File: src/rtl/lru_cache_pkg.sv
// Shared definitions for the LRU cache controller: line geometry and FSM states.
// Stats counters are enabled by defining LRU_CTRL_STATS_EN.
package lru_cache_pkg;

  localparam int NUM_LINES = 4;
  localparam int IDX_W     = 2;

  typedef enum logic [1:0] {
    IDLE,
    LOOKUP,
    REFILL,
    RESP
  } state_e;

endpackage

File: src/rtl/lru_tag_store.sv
// Four tag/valid registers with a parallel tag compare
// and lowest-index invalid-line search.
module lru_tag_store
  import lru_cache_pkg::*;
#(
  parameter int TAG_W = 8
) (
  input  logic             clk,
  input  logic             reset,
  input  logic             clear,
  input  logic             wr_en,
  input  logic [IDX_W-1:0] wr_idx,
  input  logic [TAG_W-1:0] wr_tag,
  input  logic [TAG_W-1:0] cmp_tag,
  output logic             hit,
  output logic [IDX_W-1:0] hit_idx,
  output logic             inv_any,
  output logic [IDX_W-1:0] inv_idx
);

  logic [NUM_LINES-1:0][TAG_W-1:0] tags_q, tags_d;
  logic [NUM_LINES-1:0]            valid_q, valid_d;

  always_comb begin
    tags_d  = tags_q;
    valid_d = valid_q;
    if (clear) begin
      valid_d = '0;
    end else if (wr_en) begin
      tags_d[wr_idx]  = wr_tag;
      valid_d[wr_idx] = 1'b1;
    end
  end

  always_ff @(posedge clk or posedge reset) begin
    if (reset) begin
      tags_q  <= '0;
      valid_q <= '0;
    end else begin
      tags_q  <= tags_d;
      valid_q <= valid_d;
    end
  end

  // A tag is only written on a miss, so at most one line can match.
  always_comb begin
    hit     = 1'b0;
    hit_idx = '0;
    for (int i = 0; i < NUM_LINES; i++) begin
      if (valid_q[i] && tags_q[i] == cmp_tag) begin
        hit     = 1'b1;
        hit_idx = IDX_W'(i);
      end
    end
  end

  always_comb begin
    inv_any = ~&valid_q;
    inv_idx = '0;
    for (int i = NUM_LINES - 1; i >= 0; i--) begin
      if (!valid_q[i]) inv_idx = IDX_W'(i);
    end
  end

endmodule

File: src/rtl/lru_cache_ctrl.sv
// Lookup/refill controller for a 4-line fully associative cache.
// Define LRU_CTRL_STATS_EN to add saturating hit/miss counters.
module lru_cache_ctrl
  import lru_cache_pkg::*;
#(
  parameter int TAG_W       = 8,
  parameter int MEM_TIMEOUT = 0
) (
  input  logic             clk,
  input  logic             reset,
  input  logic             req_valid,
  input  logic [TAG_W-1:0] req_tag,
  output logic             req_ready,
  input  logic             flush,
  output logic             resp_valid,
  output logic             resp_hit,
  output logic [1:0]       resp_line,
  input  logic [1:0]       victim_line,
  output logic             upd_valid,
  output logic             upd_hit,
  output logic [1:0]       upd_line,
  output logic             mem_req,
  output logic [TAG_W-1:0] mem_tag,
  input  logic             mem_ack,
  output logic [15:0]      hit_count,
  output logic [15:0]      miss_count
);

  // MEM_TIMEOUT is reserved; it is consumed here and drives nothing.
  logic unused_timeout;
  assign unused_timeout = (MEM_TIMEOUT != 0);

  state_e             state_q, state_d;
  logic [TAG_W-1:0]   tag_q, tag_d;
  logic [IDX_W-1:0]   line_q, line_d;
  logic               hit_q, hit_d;

  logic               ts_clear, ts_wr;
  logic               ts_hit, ts_inv_any;
  logic [IDX_W-1:0]   ts_hit_idx, ts_inv_idx;

  lru_tag_store #(.TAG_W(TAG_W)) u_tags (
    .clk     (clk),
    .reset   (reset),
    .clear   (ts_clear),
    .wr_en   (ts_wr),
    .wr_idx  (line_q),
    .wr_tag  (tag_q),
    .cmp_tag (tag_q),
    .hit     (ts_hit),
    .hit_idx (ts_hit_idx),
    .inv_any (ts_inv_any),
    .inv_idx (ts_inv_idx)
  );

  always_ff @(posedge clk or posedge reset) begin
    if (reset) begin
      state_q <= IDLE;
      tag_q   <= '0;
      line_q  <= '0;
      hit_q   <= 1'b0;
    end else begin
      state_q <= state_d;
      tag_q   <= tag_d;
      line_q  <= line_d;
      hit_q   <= hit_d;
    end
  end

  always_comb begin
    state_d = state_q;
    tag_d   = tag_q;
    line_d  = line_q;
    hit_d   = hit_q;
    unique case (state_q)
      IDLE: begin
        if (!flush && req_valid) begin
          tag_d   = req_tag;
          state_d = LOOKUP;
        end
      end
      LOOKUP: begin
        if (ts_hit) begin
          line_d  = ts_hit_idx;
          hit_d   = 1'b1;
          state_d = RESP;
        end else begin
          line_d  = ts_inv_any ? ts_inv_idx : victim_line;
          hit_d   = 1'b0;
          state_d = REFILL;
        end
      end
      REFILL: begin
        if (mem_ack) state_d = RESP;
      end
      RESP:    state_d = IDLE;
      default: state_d = IDLE;
    endcase
  end

  always_comb begin
    req_ready  = (state_q == IDLE);
    resp_valid = (state_q == RESP);
    mem_req    = (state_q == REFILL);
    resp_hit   = resp_valid & hit_q;
    resp_line  = resp_valid ? line_q : '0;
    upd_valid  = resp_valid;
    upd_hit    = resp_hit;
    upd_line   = resp_line;
    mem_tag    = mem_req ? tag_q : '0;
    ts_clear   = req_ready & flush;
    ts_wr      = mem_req & mem_ack;
  end

`ifdef LRU_CTRL_STATS_EN
  logic [15:0] hit_cnt_q, hit_cnt_d;
  logic [15:0] miss_cnt_q, miss_cnt_d;

  always_comb begin
    hit_cnt_d  = hit_cnt_q;
    miss_cnt_d = miss_cnt_q;
    if (state_q == RESP) begin
      if (hit_q) begin
        if (hit_cnt_q != 16'hFFFF) hit_cnt_d = hit_cnt_q + 16'd1;
      end else begin
        if (miss_cnt_q != 16'hFFFF) miss_cnt_d = miss_cnt_q + 16'd1;
      end
    end
  end

  always_ff @(posedge clk or posedge reset) begin
    if (reset) begin
      hit_cnt_q  <= '0;
      miss_cnt_q <= '0;
    end else begin
      hit_cnt_q  <= hit_cnt_d;
      miss_cnt_q <= miss_cnt_d;
    end
  end

  assign hit_count  = hit_cnt_q;
  assign miss_count = miss_cnt_q;
`else
  assign hit_count  = '0;
  assign miss_count = '0;
`endif

endmodule

File: config.mk
export PLATFORM = sky130hd
export DESIGN_NAME = lru_cache_ctrl
export DESIGN_NICKNAME = d
export VERILOG_FILES = /design/src/rtl/lru_cache_pkg.sv /design/src/rtl/lru_tag_store.sv /design/src/rtl/lru_cache_ctrl.sv
export SDC_FILE = /design/constraint.sdc
export NUM_CORES = 1
export LEC_CHECK = 0
export ABC_AREA = 1
export CORE_MARGIN = 5
export CORE_UTILIZATION = 52
export CTS_BUF_LIST = sky130_fd_sc_hd__clkbuf_4 sky130_fd_sc_hd__clkbuf_8
export CTS_CLUSTER_DIAMETER = 30
export CTS_CLUSTER_SIZE = 12
export DETAILED_ROUTE_END_ITERATION = 10
export PLACE_DENSITY = 0.82
export SETUP_SLACK_MARGIN = 0.15
export SLEW_MARGIN = 20
export SYNTH_ARGS = -nofsm -noshare
export SYNTH_HDL_FRONTEND = slang
export SYNTH_SLANG_ARGS = --single-unit
File: constraint.sdc
create_clock -name clk -period 2.2 [get_ports clk]
set_clock_uncertainty 0.2 [all_clocks]
set_input_delay 0.55 -clock clk [delete_from_list [all_inputs] [get_ports clk]]
set_output_delay 0.55 -clock clk [all_outputs]
set_load 0.02 [all_outputs]
==> results of run 1 <==
[state kept, by name, summed over array words and instances, names as in the netlist]
register	count
u_tags.valid_q	4
u_tags.tags_q	32
hit_q	1
tag_q	8
state_q	2
line_q	2
[per-stage QoR]
step / setup slack [ns] / power [mW] / area (um^2) / TNS [ns]
6_report: 0.0913 / 4.76 / 3430 / 0
5_1_grt: 0.0558 / 5.11 / 3430 / 0
4_1_cts: 0.0799 / 4.63 / 3400 / 0
3_5_place_dp: -0.164 / 3.92 / 3240 / -1.25
3_3_place_gp: -0.116 / 3.84 / 3240 / -0.975
2_1_floorplan: 0.257 / 3.24 / 3000 / 0
[critical path, stage by stage, from the launching register on]
cell,delay [ns]
dfrtp_1,0.40
buf_6,0.12
ha_4,0.16
buf_12,0.14
nand2_4,0.07
inv_2,0.04
buf_6,0.12
[cell type report]
| cell class | count | area, um^2 | area share, % |
|---|---|---|---|
| multi-input combinational | 268 | 1340 | 39.1 |
| tap | 72 | 90.1 | 2.63 |
| inverter | 46 | 173 | 5.04 |
| clock inverter | 1 | 7.51 | 0.219 |
| timing repair buffer | 49 | 509 | 14.9 |
| clock buffer | 6 | 82.6 | 2.41 |
| sequential | 49 | 1230 | 35.8 |
[cells by family after synthesis]
group	synth area share, %
other	0.130
XOR/XNOR	2.13
flip-flops	42.6
AND/OR/NAND/NOR	25.2
adder cells (fa/ha/maj)	1.74
AO/OA/AOI/OAI	10.8
buffers and inverters	17.4
[path summary, 6_finish.rpt]
check / startpoint / to / cells past startpoint
max reg2reg: state_q[0]$_DFFE_PP0P_ / u_tags.tags_q[9]$_DFFE_PP0P_ / 11
max in group asynchronous: reset / line_q[1]$_DFFE_PP0P_ / 3
min reg2reg: u_tags.tags_q[14]$_DFFE_PP0P_ / u_tags.tags_q[14]$_DFFE_PP0P_ / 2
min: u_tags.tags_q[14]$_DFFE_PP0P_ / u_tags.tags_q[14]$_DFFE_PP0P_ / 2
min in group asynchronous: reset / tag_q[5]$_DFFE_PP0P_ / 3
max: state_q[1]$_DFFE_PP0P_ / mem_tag[2] / 6
[routing by layer]
metal,part of all wire (%),track usage (%),routed length [um]
met5,0,0,0
met4,2.3,7.77,153
met3,6.3,3.53,425
met2,52,31.1,3490
met1,39,22.6,2640
[power groups by stage]
stage,clock (mW),sequential (mW),combinational [mW]
after floorplan,0,1.58,1.65
after global routing,0.592,1.75,2.77
after global placement,0,1.65,2.18
final,0.549,1.71,2.51
after CTS,0.549,1.67,2.41
after detailed placement,0,1.67,2.25
[repair_timing]
action                                  in CTS  in global routing
pin swaps                                    3                  2
setup buffers                                3                  0
gates resized for setup                    107                 19
endpoints found under the setup margin      18                 47
[synth_stat cells, types with 5 or more instances]
cell | number | area (um^2)
a21oi_1 | 10 | 50.1
buf_2 | 5 | 25.0
buf_4 | 37 | 278
dfrtp_1 | 49 | 1230
inv_1 | 39 | 146
inv_2 | 7 | 26.3
nand2_1 | 107 | 402
nand3_2 | 6 | 60.1
nor2_1 | 32 | 120
nor2_2 | 8 | 50.1
o21ai_0 | 22 | 110
o21ai_1 | 24 | 120
xnor2_1 | 7 | 61.3
==> flow_metrics.env, run 1 <==
export IMPL_outcome="completed"
export IMPL_io_pins=65
export IMPL_viasPerCell=5.02
export IMPL_clock_latency_ns=0.31
export IMPL_drive_gt1_share_pct=22.0
export IMPL_clk_pin_slew_ns=0.08
export IMPL_rows=27
export IMPL_reg2reg_slack_ns=0.21
export IMPL_hold_slack_ns=0.297
export IMPL_die_h_um=84.4
export IMPL_drc=0
export IMPL_n_fill_cell=450
export IMPL_yosysWarnings=0
export IMPL_cts_hold_fix_buffers=0
export IMPL_switching_power_mw=2.19
export IMPL_cp_data_required_time_ns=1.45
export IMPL_numPortBuffers=32
export IMPL_dp_cells=481
export IMPL_syn_instance_count=377
export IMPL_fin_util_pct=63.0
export IMPL_cts_made_buffers=5
export IMPL_num_vias=2467
export IMPL_cp_max_fo=5
export IMPL_cp_end_kind="output port"
export IMPL_grt_pass1_wl_um=10600
export IMPL_grt_max_degree=50
export IMPL_drt_wl_total_um=6710
export IMPL_cap_viol_max_count=0
export IMPL_seqPwrFrac_pct=35.8
export IMPL_final_cell_mix="nand2_1, dfrtp_1, nor2_1, conb_1, inv_1"
export IMPL_root_buffer="clkbuf_8"
export IMPL_fp_coreArea_mm2=0.00544
export IMPL_p_comb_share_pct=52.6
export IMPL_p_clk_share_pct=11.5
export IMPL_grt_pass1_vias=2314
export IMPL_grt_overflow_total=0
export IMPL_rsz0062_at_grt="true"
export IMPL_start_kind="flip-flop"
export IMPL_syn_to_final_growth_pct=19.1
export IMPL_layout_commonest_cell="nand2_1"
export IMPL_p_leak_nw=1.78
export IMPL_fin_crit_ns=2.11
export IMPL_dp_hpwl_um=4500
export IMPL_htree_levels=2
export IMPL_gp_congestion=0.894
export IMPL_yosysSeqAreaShare_pct=42.6
export IMPL_swShare_pct=45.9
export IMPL_tritoncts="built"
export IMPL_fp_dieW_um=84.4
export IMPL_p_int_mw=2.57
export IMPL_critPathKind="flip-flop to output port"
export IMPL_finalHoldViolations=0
export IMPL_synth_area_per_cell_um2=7.64
export IMPL_die_area_mm2=0.00713
export IMPL_initial_core_util_pct=52.9
export IMPL_powerDensity_mw_per_mm2=1390
export IMPL_fin_crit_sh_pct=95.9
export IMPL_cts_buffer_depth=2
export IMPL_wl_per_cell_um=13.7
export IMPL_critical_path_arrival_ns=1.36
export IMPL_syn_area_mm2=0.00288
export IMPL_maxSlewViolCount=0
export IMPL_dr_pass1_iters=4
export IMPL_ys_flop_type="dfrtp_1"
export IMPL_setup_violations=0
export IMPL_hold_path_class="flip-flop to flip-flop"
export IMPL_instances_no_fill=491
export IMPL_synth_edf_count=0
export IMPL_clock_sinks=49
export IMPL_antenna_left=0
export IMPL_fin_nets=438
export IMPL_grt_use_total_pct=18.3
export IMPL_diodes=0
export IMPL_ys_ff_latch=49
export IMPL_antenna_found_initial=0
export IMPL_async_reset_ff_share_pct=100
export IMPL_dr_first_iter_drc_count=193
export IMPL_ir_worst_vdd_v=0.000925
export IMPL_synth_cell_types=27
export IMPL_fmax_ghz=0.474
Note: power is estimated with default switching activity, not from simulation.
==> run 2: changes to the inputs <==
--- a/config.mk
+++ b/config.mk
@@ -6,6 +6,7 @@
 export NUM_CORES = 1
 export LEC_CHECK = 0
 export ABC_AREA = 1
+export CORE_ASPECT_RATIO = 0.5
 export CORE_MARGIN = 5
 export CORE_UTILIZATION = 52
 export CTS_BUF_LIST = sky130_fd_sc_hd__clkbuf_4 sky130_fd_sc_hd__clkbuf_8
==> run 2 against run 1 <==
  * Global-route usage fell by 0.83 points
  * Flip-flop and latch count did not move
  * Final area rose by 1.3%
  * Non-clock buffer count rose by 3
  * Hold slack barely moved
  * Critical endpoint is now mem_tag[1]
  * Largest cell class unchanged
  * Critical path type unchanged
  * Count of clock-buffer cells in the layout rose by 1
==> flow_metrics.env, run 2 (synthesis results as in run 1) <==
export IMPL_tritoncts="built"
export IMPL_rows=19
export IMPL_cts_made_buffers=5
export IMPL_root_buffer="clkbuf_8"
export IMPL_reg2reg_to="u_tags.tags_q[9]$_DFFE_PP0P_"
export IMPL_rsz0062_at_grt="true"
export IMPL_hold_path_class="flip-flop to flip-flop"
export IMPL_die_area_mm2=0.00722
export IMPL_p_clk_share_pct=11.5
export IMPL_clock_latency_ns=0.30
export IMPL_initial_core_util_pct=53.1
export IMPL_finalHoldViolations=0
export IMPL_swShare_pct=44.6
export IMPL_regMostFlops="u_tags.tags_q"
export IMPL_fin_nets=441
export IMPL_cap_viol_max_count=0
export IMPL_p_leak_nw=1.80
export IMPL_dr_first_iter_drc_count=162
export IMPL_antenna_found_initial=0
export IMPL_grt_pass1_wl_um=10000
export IMPL_die_h_um=62.6
export IMPL_min_path_cells=2
export IMPL_htree_levels=2
export IMPL_instances_no_fill=495
export IMPL_grt_max_degree=50
export IMPL_layout_commonest_cell="nand2_1"
export IMPL_p_int_mw=2.63
export IMPL_outcome="completed"
export IMPL_cp_data_required_time_ns=1.45
export IMPL_cts_hold_fix_buffers=0
export IMPL_fp_coreArea_mm2=0.00542
export IMPL_fin_crit_sh_pct=94.8
export IMPL_hold_end="u_tags.tags_q[1]$_DFFE_PP0P_"
export IMPL_seqPwrFrac_pct=35.5
export IMPL_cp_max_fo=5
export IMPL_dp_cells=483
export IMPL_p_comb_share_pct=53.0
export IMPL_maxSlewViolCount=0
export IMPL_numPortBuffers=32
export IMPL_num_vias=2385
export IMPL_gp_congestion=0.815
export IMPL_grt_use_total_pct=17.4
export IMPL_fmax_ghz=0.480
export IMPL_viasPerCell=4.82
export IMPL_fp_dieW_um=115
export IMPL_critical_path_arrival_ns=1.34
export IMPL_reg2reg_slack_ns=0.24
export IMPL_drt_wl_total_um=6220
export IMPL_grt_overflow_total=0
export IMPL_reg_largest_list="u_tags.tags_q (32), tag_q (8), u_tags.valid_q (4)"
export IMPL_wl_per_cell_um=12.6
export IMPL_ff2ff_path_depth=11
export IMPL_final_cell_mix="nand2_1, dfrtp_1, nor2_1, conb_1, inv_1"
export IMPL_clk_pin_slew_ns=0.09
export IMPL_io_pins=65
export IMPL_dp_hpwl_um=4360
export IMPL_start_kind="flip-flop"
export IMPL_powerDensity_mw_per_mm2=1370
export IMPL_drc=0
export IMPL_antenna_left=0
export IMPL_diodes=0
export IMPL_cp_end_kind="output port"
export IMPL_grt_pass1_vias=2090
export IMPL_dr_pass1_iters=5
export IMPL_syn_to_final_growth_pct=20.6
export IMPL_r2r_start="state_q[0]$_DFFE_PP0P_"
export IMPL_final_setup_tns_ns=0
export IMPL_fin_crit_ns=2.09
export IMPL_hp_start="u_tags.tags_q[1]$_DFFE_PP0P_"
export IMPL_cts_buffer_depth=2
export IMPL_clock_sinks=49
export IMPL_switching_power_mw=2.12
export IMPL_critPathKind="flip-flop to output port"
export IMPL_drive_gt1_share_pct=23.2
export IMPL_setup_violations=0
export IMPL_ir_worst_vdd_v=0.00106
export IMPL_largest_reg_flops=32
==> run 2: stage by stage <==
step / util, % / hold slack [ns] / setup slack [ns] / total power, mW / area, um^2
finish: 64.1 / 0.296 / 0.115 / 4.76 / 3470
global route: 64.1 / 0.315 / 0.0611 / 5.14 / 3470
CTS: 62.7 / 0.295 / 0.0877 / 4.62 / 3400
detailed placement: 60.0 / 0.275 / -0.139 / 3.91 / 3250
global placement: 60.0 / 0.265 / -0.0701 / 3.84 / 3250
floorplan: - / 0.253 / 0.257 / 3.24 / 3000
==> run 2: worst max-delay path: stages, from the launching register on <==
cell and delay [ns]:
dfrtp_1 0.40, buf_6 0.12, ha_4 0.16, buf_12 0.14, nand2_2 0.07, inv_2 0.03
buf_6 0.12
==> run 2: layer usage <==
metal | track usage, % | wire length [um] | up-vias | part of all wire, %
li1 | - | - | 1185 | -
met1 | 24.5 | 2890 | 1115 | 46
met2 | 26.9 | 2790 | 77 | 45
met3 | 4.26 | 486 | 8 | 7.8
met4 | 4.39 | 54 | 0 | 0.87
met5 | 0 | 0 | - | 0
==> run 2: power by group through the flow <==
stage               Sequential [mW]  Clock [mW]  Combinational (mW)
floorplan                      1.58           0                1.65
global placement               1.65           0                2.19
detailed placement             1.66           0                2.25
CTS                            1.67       0.556                2.39
global route                   1.74       0.593                2.80
finish                         1.69       0.548                2.52
==> run 2: worst max-delay path by stage <==
stage / startpoint / endpoint / slack, ns / cells past startpoint
2_1_floorplan: state_q[0]$_DFFE_PP0P_ / u_tags.tags_q[15]$_DFFE_PP0P_ / 0.26 / 9
3_3_place_gp: state_q[0]$_DFFE_PP0P_ / mem_tag[3] / -0.07 / 5
3_5_place_dp: state_q[0]$_DFFE_PP0P_ / mem_tag[1] / -0.14 / 5
4_1_cts: state_q[1]$_DFFE_PP0P_ / mem_tag[1] / 0.09 / 6
5_1_grt: state_q[1]$_DFFE_PP0P_ / mem_tag[2] / 0.06 / 6
6_report: state_q[1]$_DFFE_PP0P_ / mem_tag[1] / 0.11 / 6
==> run 2: area by class of cell <==
cell class                 count  area [um^2]
fill                         445         1950
multi-input combinational    268         1340
sequential                    49         1230
timing repair buffer          52          549
inverter                      46          173
tap                           73         91.3
clock buffer                   7         90.1
==> run 2: what timing repair did <==
item                       in CTS  in global routing
cloned                          0                  0
resized for setup             103                 33
pin swaps                       2                  2
setup endpoints to repair      18                 20
setup buffers                   3                  2
==> run 3: changes to the inputs <==
--- a/config.mk
+++ b/config.mk
@@ -13,7 +13,7 @@
 export CTS_CLUSTER_DIAMETER = 30
 export CTS_CLUSTER_SIZE = 12
 export DETAILED_ROUTE_END_ITERATION = 10
-export PLACE_DENSITY = 0.82
+export PLACE_DENSITY_LB_ADDON = 0.12
 export SETUP_SLACK_MARGIN = 0.15
 export SLEW_MARGIN = 20
 export SYNTH_ARGS = -nofsm -noshare
==> run 3 against run 2 <==
  * First-iteration DRC count decreased by 40%
  * Count of clock-buffer cells in the layout shrank 1
  * Final cell count decreased by 0.61%
  * Highest routed layer unchanged
==> flow_metrics.env, run 3 (synthesis results as in run 1) <==
export IMPL_design_area_mm2=0.00343
export IMPL_wl_per_cell_um=13.1
export IMPL_fin_nets=438
export IMPL_reg2reg_slack_ns=0.27
export IMPL_hold_path_class="flip-flop to flip-flop"
export IMPL_cap_viol_max_count=0
export IMPL_p_int_mw=2.56
export IMPL_viasPerCell=4.76
export IMPL_dp_hpwl_um=4740
export IMPL_clock_sinks=49
export IMPL_dr_first_iter_drc_count=97
export IMPL_ir_worst_vdd_v=0.000799
export IMPL_start_kind="flip-flop"
export IMPL_htree_levels=2
export IMPL_gr_usage_met2_pct=30.0
export IMPL_finalHoldViolations=0
export IMPL_p_leak_nw=1.79
export IMPL_fin_crit_ns=2.08
export IMPL_root_buffer="clkbuf_8"
export IMPL_drive_gt1_share_pct=22.0
export IMPL_rsz0062_at_grt="true"
export IMPL_cpMaxStageDelayCell="dfrtp_1"
export IMPL_critPathKind="flip-flop to output port"
export IMPL_p_comb_share_pct=52.5
export IMPL_layout_commonest_cell="nand2_1"
export IMPL_fin_crit_sh_pct=94.6
export IMPL_antenna_left=0
export IMPL_path_buf_inv=4
export IMPL_rows=19
export IMPL_fp_dieW_um=115
export IMPL_clk_pin_slew_ns=0.08
export IMPL_cts_made_buffers=5
export IMPL_crit_top_cell="buf_6"
export IMPL_place_area_mm2=0.00325
export IMPL_cts_hold_fix_buffers=0
export IMPL_dr_pass1_iters=4
export IMPL_path_cells="buf_6, ha_4, buf_12, nand2_2, inv_2, buf_6"
export IMPL_final_setup_tns_ns=0
export IMPL_powerDensity_mw_per_mm2=1370
export IMPL_grt_max_degree=50
export IMPL_fin_util_pct=63.3
export IMPL_switching_power_mw=2.13
export IMPL_reg_largest_list="u_tags.tags_q (32), tag_q (8), u_tags.valid_q (4)"
export IMPL_tritoncts="built"
export IMPL_die_area_mm2=0.00722
export IMPL_drt_wl_total_um=6440
export IMPL_grt_pass1_vias=2252
export IMPL_num_vias=2344
export IMPL_initial_core_util_pct=53.1
export IMPL_swShare_pct=45.4
export IMPL_cts_buffer_depth=2
export IMPL_cp_end_kind="output port"
export IMPL_grt_overflow_total=0
export IMPL_fmax_ghz=0.481
export IMPL_slowest_delay_ns=0.39
export IMPL_regMostFlops="u_tags.tags_q"
export IMPL_maxSlewViolCount=0
export IMPL_antenna_found_initial=0
export IMPL_total_power_mw=4.70
export IMPL_diodes=0
export IMPL_cpLargestDelayFamily="buffers and inverters"
export IMPL_die_h_um=62.6
export IMPL_top_usage_layer="met2"
export IMPL_seqPwrFrac_pct=36.2
export IMPL_outcome="completed"
export IMPL_cp_max_fo=5
export IMPL_n_fill_cell=479
export IMPL_grt_pass1_wl_um=10900
export IMPL_critical_path_arrival_ns=1.33
export IMPL_clock_latency_ns=0.30
export IMPL_cp_data_required_time_ns=1.45
export IMPL_p_clk_share_pct=11.2
export IMPL_fp_coreArea_mm2=0.00542
export IMPL_grtUsageMet1_pct=26.3
export IMPL_use_met3_pct=4.16
export IMPL_drc=0
export IMPL_numPortBuffers=32
export IMPL_syn_to_final_growth_pct=19.2
export IMPL_hold_slack_ns=0.305
export IMPL_largest_reg_flops=32
export IMPL_final_cell_mix="nand2_1, dfrtp_1, nor2_1, conb_1, inv_1"
export IMPL_setup_violations=0
export IMPL_io_pins=65
export IMPL_grt_use_total_pct=18.9
export IMPL_gp_congestion=0.827
==> run 3: what timing repair did <==
item | 4_1_cts | 5_1_grt
resized for setup | 108 | 20
setup endpoints to repair | 18 | 50
pin swaps | 2 | 2
setup buffers | 3 | 0
==> run 3: layout make-up <==
type	instances	area, um^2	share of cell area [%]
tap	73	91.3	2.66
sequential	49	1230	35.7
timing repair buffer	49	510	14.9
multi-input combinational	268	1350	39.2
inverter	46	173	5.03
clock inverter	1	8.76	0.255
clock buffer	6	76.3	2.22
==> run 3: power groups by stage <==
stage / clock (mW) / sequential [mW] / combinational (mW)
floorplan: 0 / 1.58 / 1.65
global placement: 0 / 1.66 / 2.20
detailed placement: 0 / 1.68 / 2.25
CTS: 0.538 / 1.68 / 2.42
global route: 0.588 / 1.74 / 2.78
finish: 0.527 / 1.70 / 2.47
==> run 3: stage by stage <==
stage,worst slack [ns],std cells
detailed placement,-0.226,482
floorplan,0.257,408
global route,0.0655,492
global placement,-0.136,482
finish,0.120,492
CTS,0.0644,492
==> run 3: worst reg2reg max path, cell delays in order, from the launching register on <==
cell and delay, ns:
dfrtp_1 0.39, inv_2 0.07, buf_4 0.13, ha_1 0.20
buf_4 0.15, nand2_2 0.08, inv_2 0.06, nor2_4 0.15
nand2_1 0.11, buf_12 0.16, nand2_1 0.06, o21ai_0 0.07
==> run 3: routing by layer <==
metal | vias up | wire, um
met1 | 1078 | 2930
met2 | 82 | 2900
met4 | 0 | 50
li1 | 1177 | -
met3 | 7 | 554
met5 | - | 0
==> run 3: worst paths after layout <==
kind | start | to | depth (start not counted)
min in group asynchronous | reset | line_q[1]$_DFFE_PP0P_ | 3
setup reg to reg | state_q[0]$_DFFE_PP0P_ | u_tags.tags_q[1]$_DFFE_PP0P_ | 11
hold reg to reg | u_tags.tags_q[14]$_DFFE_PP0P_ | u_tags.tags_q[14]$_DFFE_PP0P_ | 2
hold / removal | u_tags.tags_q[14]$_DFFE_PP0P_ | u_tags.tags_q[14]$_DFFE_PP0P_ | 2
max in group asynchronous | reset | u_tags.tags_q[16]$_DFFE_PP0P_ | 3
setup / recovery | state_q[1]$_DFFE_PP0P_ | mem_tag[7] | 6
